===== src/rtl/rs_correct_single.sv =====
// rs_correct_single: single-symbol error corrector for RS(18,16) over GF(2^8) (poly 0x11D)
//   clk, rst_n          : clock, asynchronous active-low reset
//   in_valid/in_ready   : input handshake; in_ready high only while idle
//   v, s1, s2           : received word (symbol j at [8j+7:8j]) and its two syndromes
//   out_valid/out_ready : output handshake; outputs held stable while out_ready is low
//   c                   : corrected word (v unmodified on failure)
//   err_found/err_fixed/err_fail/err_loc : status flags and corrected symbol index
module rs_correct_single #(
    parameter int N            = 18,
    parameter int SYMBOL_WIDTH = 8
) (
    input  logic                      clk,
    input  logic                      rst_n,
    input  logic                      in_valid,
    output logic                      in_ready,
    input  logic [N*SYMBOL_WIDTH-1:0] v,
    input  logic [SYMBOL_WIDTH-1:0]   s1,
    input  logic [SYMBOL_WIDTH-1:0]   s2,
    output logic                      out_valid,
    input  logic                      out_ready,
    output logic [N*SYMBOL_WIDTH-1:0] c,
    output logic                      err_found,
    output logic                      err_fixed,
    output logic                      err_fail,
    output logic [4:0]                err_loc
);
    typedef enum logic [1:0] {IDLE, SEARCH, DONE} state_t;

    state_t                      r_state, w_next;
    logic [N*SYMBOL_WIDTH-1:0]   r_c;
    logic [SYMBOL_WIDTH-1:0]     r_s2, r_acc, r_e, w_acc_alpha;
    logic [4:0]                  r_j, r_loc;
    logic                        r_out_valid, r_found, r_fixed, r_fail;
    logic                        w_accept, w_hit, w_last;

    assign w_accept    = in_valid && r_state == IDLE;
    assign w_hit       = r_acc == r_s2;
    assign w_last      = r_j == 5'(N - 1);
    // acc * alpha modulo x^8+x^4+x^3+x^2+1
    assign w_acc_alpha = {r_acc[6:0], 1'b0} ^ (r_acc[7] ? 8'h1D : 8'h00);

    always_ff @(posedge clk or negedge rst_n) begin
        if (!rst_n) r_state <= IDLE;
        else        r_state <= w_next;
    end

    always_comb begin
        w_next = r_state;
        case (r_state)
            IDLE:    w_next = !in_valid ? IDLE : (s1 != '0 && s2 != '0) ? SEARCH : DONE;
            SEARCH:  w_next = (w_hit || w_last) ? DONE : SEARCH;
            DONE:    w_next = out_ready ? IDLE : DONE;
            default: w_next = IDLE;
        endcase
    end

    always_comb begin
        in_ready = r_state == IDLE;
    end

    always_ff @(posedge clk or negedge rst_n) begin
        if (!rst_n) begin
            r_out_valid <= 1'b0;
            r_c         <= '0;
            r_s2        <= '0;
            r_acc       <= '0;
            r_e         <= '0;
            r_j         <= '0;
            r_loc       <= '0;
            r_found     <= 1'b0;
            r_fixed     <= 1'b0;
            r_fail      <= 1'b0;
        end else begin
            r_out_valid <= w_next == DONE;
            if (w_accept) begin
                r_c     <= v;
                r_s2    <= s2;
                r_acc   <= s1;
                r_e     <= s1;
                r_j     <= '0;
                r_found <= s1 != '0 || s2 != '0;
                // exactly one syndrome zero cannot be a single-symbol error
                r_fail  <= (s1 == '0) != (s2 == '0);
                r_fixed <= 1'b0;
                r_loc   <= '0;
            end else if (r_state == SEARCH) begin
                if (w_hit) begin
                    r_c[{r_j, 3'b000} +: SYMBOL_WIDTH] <= r_c[{r_j, 3'b000} +: SYMBOL_WIDTH] ^ r_e;
                    r_fixed <= 1'b1;
                    r_loc   <= r_j;
                end else if (w_last) begin
                    r_fail <= 1'b1;
                end else begin
                    r_acc <= w_acc_alpha;
                    r_j   <= r_j + 5'd1;
                end
            end else if (r_state == DONE && out_ready) begin
                r_found <= 1'b0;
                r_fixed <= 1'b0;
                r_fail  <= 1'b0;
                r_loc   <= '0;
            end
        end
    end

    assign out_valid = r_out_valid;
    assign c         = r_c;
    assign err_found = r_found;
    assign err_fixed = r_fixed;
    assign err_fail  = r_fail;
    assign err_loc   = r_loc;
endmodule


===== config.mk =====
export PLATFORM = sky130hd
export DESIGN_NAME = rs_correct_single
export DESIGN_NICKNAME = d
export VERILOG_FILES = /design/src/rtl/rs_correct_single.sv
export SDC_FILE = /design/constraint.sdc
export NUM_CORES = 1
export LEC_CHECK = 0
export CAP_MARGIN = 40
export CORE_MARGIN = 2
export CORE_UTILIZATION = 35
export DETAILED_ROUTE_END_ITERATION = 8
export GPL_TIMING_DRIVEN = 1
export PLACE_DENSITY = 0.61
export SLEW_MARGIN = 20
export SYNTH_ARGS = -nofsm -noshare
export SYNTH_HDL_FRONTEND = slang
export SYNTH_SLANG_ARGS = --single-unit

===== constraint.sdc =====
create_clock -name clk -period 6.37 [get_ports clk]
set_input_delay 1.5925 -clock clk [delete_from_list [all_inputs] [get_ports clk]]
set_output_delay 1.5925 -clock clk [all_outputs]
set_load 0.02 [all_outputs]

==> results.json <==
{
  "clock_tree.buffer_depth": 2,
  "crit_chain": "buf_4 > mux4_2 > mux4_2 > a21oi_2 > xor2_2 > buf_4 > nor2_1 > a221o_1",
  "slew-limit-headroom_pct": 41.46,
  "timing.reg2reg.worst_path_depth": 8,
  "ys_dominant_reg_cell": "dfrtp_1",
  "synth_enable_flop_cells": 0,
  "setup.worst_path.start_class": "register",
  "chipHeight_um": 168.4,
  "slew_viol_final": 0,
  "timing.clock.skew_ns": 0.01127,
  "worst-setup-path-type": "register to register",
  "post-route-min-period_ns": 4.008,
  "clk_pin_slew_ns": 0.08,
  "min_path_cells": 1,
  "critical_path_cell_count": 8,
  "critPathRequiredTime_ns": 6.69,
  "min_delay_startpoint": "err_fixed",
  "synth_area_um2": 9462,
  "mostFrequentLayoutCells": "clkdlybuf4s50_1 (316), dfrtp_1 (182), a22oi_1 (89), o21ai_1 (81), nor2_1 (62)",
  "grt_setup_unrepaired": "no",
  "track_usage_pct": 27.27,
  "mappedNetlistNets": 1018,
  "critical_path.startpoint": "r_j[0]",
  "number_of_antenna_violations_at_the_first_check_in_global_routing": 2,
  "clock_tree.htree_level_count": 4,
  "detailroute.via_count": 9079,
  "drt_drc": 0,
  "measured_slew_at_the_worst_slew_check_pin_ns": 0.8781,
  "routed_wirelength_um": 38890,
  "vias_in_the_first_global_route": 8940,
  "post_synth_inst_count": 847,
  "timing.critical_path.arrival_ns": 4.33,
  "pin_count_of_the_biggest_net_entering_global_routing": 71,
  "critical_path.reg2reg.startpoint": "r_j[0]",
  "gp_congestion": 0.8859,
  "design.final.nets": 1325,
  "drtIter0Drc": 878,
  "utilization_pct": 51.16,
  "full_die_area_um2": 28360,
  "dp_hpwl_um": 29050,
  "syn_avg_cell_area_um2": 11.17,
  "post_cts_buffers": 0,
  "static-leakage-power_nw": 5.601,
  "totalNegativeSetupSlack_ns": 0,
  "count_of_maximum_capacitance_violations": 0,
  "drtAntennaViolNets": 0,
  "status": "finished, final reports clean",
  "final-instance-count-excl-fill": 1508,
  "drt_pre_antenna_iters": 5,
  "initial_cell_density_of_the_core_pct": 35.40,
  "ports_placed_on_the_boundary": 318,
  "setup_violations_final": 0,
  "cts_hold_buffers": 0,
  "clk_latency_ns": 0.44,
  "synth_seq_area_share_pct": 48.66,
  "vias_per_cell": 6.021,
  "numPortBuffers": 317,
  "cts-resized-gates": 0,
  "rows": 60,
  "layout.cells.most_common": "clkdlybuf4s50_1",
  "cp_slowest_cell": "dfrtp_4",
  "end_kind": "register",
  "power.density_nw_per_um2": 610.6,
  "post-route-period-util_pct": 62.91,
  "cts_tree": "yes",
  "fmax_mhz": 249.5,
  "synth.distinct_cells": 53,
  "timing_hold_violations_final": 0,
  "type_of_the_tightest_min_delay_check": "register to register",
  "synth_async_sr_flop_share_pct": 100.0,
  "clkSinkCount": 184,
  "core-area_um2": 26730,
  "die_x_um": 168.4,
  "wl_per_cell_um": 25.79,
  "placed_cells_incl_taps": 1472,
  "register_bit_total_from_synthesis": 184,
  "ys.warnings.count": 0,
  "syn2layout_area_growth_pct": 44.50,
  "worst_path_dominant_cell_family": "multiplexers",
  "share_of_final_layout_standard_cells_stronger_than_drive_strength_1_pct": 10.72,
  "grt_pass1_wl_um": 57910,
  "crit_buf_inv": 2,
  "cts_root_buf": "clkbuf_16",
  "worst_ir_drop_vdd_mv": 0.3838,
  "cts_inserted_buffers": 17,
  "critical_path.max_fanout": 33,
  "critical-path-max-stage-delay_ns": 0.82,
  "globalRoute.totalOverflow": 0
}
==> cells in the mapped netlist (all sizes together), types with 9 or more instances <==
library cell | instances | area (um2)
a2bb2oi | 16 | 140.1
clkbuf | 37 | 140.1
o21ai | 110 | 550.5
dfrtp | 184 | 4604
nor2 | 62 | 232.7
or2 | 18 | 112.6
a21oi | 16 | 110.1
a31oi | 11 | 68.82
and3 | 13 | 81.33
mux4 | 40 | 900.9
a22oi | 89 | 668.1
a221o | 40 | 400.4
mux2i | 11 | 110.1
buf | 23 | 130.1
nand2 | 43 | 161.4
nand3 | 14 | 70.07
xor2 | 20 | 235.2
a21o | 9 | 67.56
==> stage by stage <==
step | power (mW) | cell area [um2] | setup WS [ns] | hold slack [ns]
after detailed placement | 7.164 | 13010 | 2.361 | 0.4694
final | 8.348 | 13670 | 2.362 | 0.4831
after global placement | 7.080 | 12920 | 2.403 | 0.4653
after floorplan | 4.863 | 9462 | 3.353 | 0.4655
after global routing | 8.738 | 13670 | 2.208 | 0.5108
after CTS | 8.312 | 13620 | 2.361 | 0.4851
==> kinds of logic (layout without fill, tap and decap cells) <==
kind of cell | Yosys count | count (layout) | synth area share [%]
AO/OA/AOI/OAI | 323 | 323 | 23.90
AND/OR/NAND/NOR | 192 | 192 | 9.931
flip-flops | 184 | 184 | 48.66
buffers and inverters | 67 | 386 | 3.134
multiplexers | 51 | 51 | 10.69
XOR/XNOR | 23 | 23 | 2.764
adder cells (fa/ha/maj) | 7 | 7 | 0.9256
other | 0 | 1 | 0
==> layout make-up <==
| cell class | count | area [um2] |
|---|---|---|
| Fill cell | 2382 | 13050 |
| Antenna cell | 1 | 2.502 |
| Timing Repair Buffer | 348 | 3432 |
| Clock inverter | 14 | 186.4 |
| Sequential cell | 184 | 4609 |
| Inverter | 7 | 26.28 |
| Multi-Input combinational cell | 596 | 4563 |
| Clock buffer | 17 | 425.4 |
| Tap cell | 341 | 426.7 |
==> metal layers <==
| layer | up-vias | GRT usage [%] | wire [um] |
|---|---|---|---|
| met5 | - | 0 | 0 |
| met4 | 0 | 8.771 | 1000 |
| met3 | 54 | 5.900 | 3258 |
| met2 | 517 | 42.96 | 18290 |
| met1 | 4596 | 37.68 | 16330 |
| li1 | 3912 | - | - |
==> state kept, by name, indices dropped and copies added (netlist names), 2 cells and up <==
name,flops
r_acc,8
r_s2,8
r_state,2
c,144
r_e,8
r_j,5
err_loc,5
==> where the power goes <==
part / switching, mW / internal, mW
Clock: 0.495 / 0.627
Sequential: 0.707 / 1.72
Combinational: 2.68 / 2.11
Total: 3.89 / 4.46
==> final timing paths <==
path	end	slack (ns)
min reg2reg	err_fixed	0.48
min in group asynchronous	r_s2[5]	1.13
max reg2reg	c[17]	2.36
max	c[17]	2.36
max in group asynchronous	r_j[0]	3.99
min	err_fixed	0.48
No activity file was read; power rests on OpenSTA's default activity.
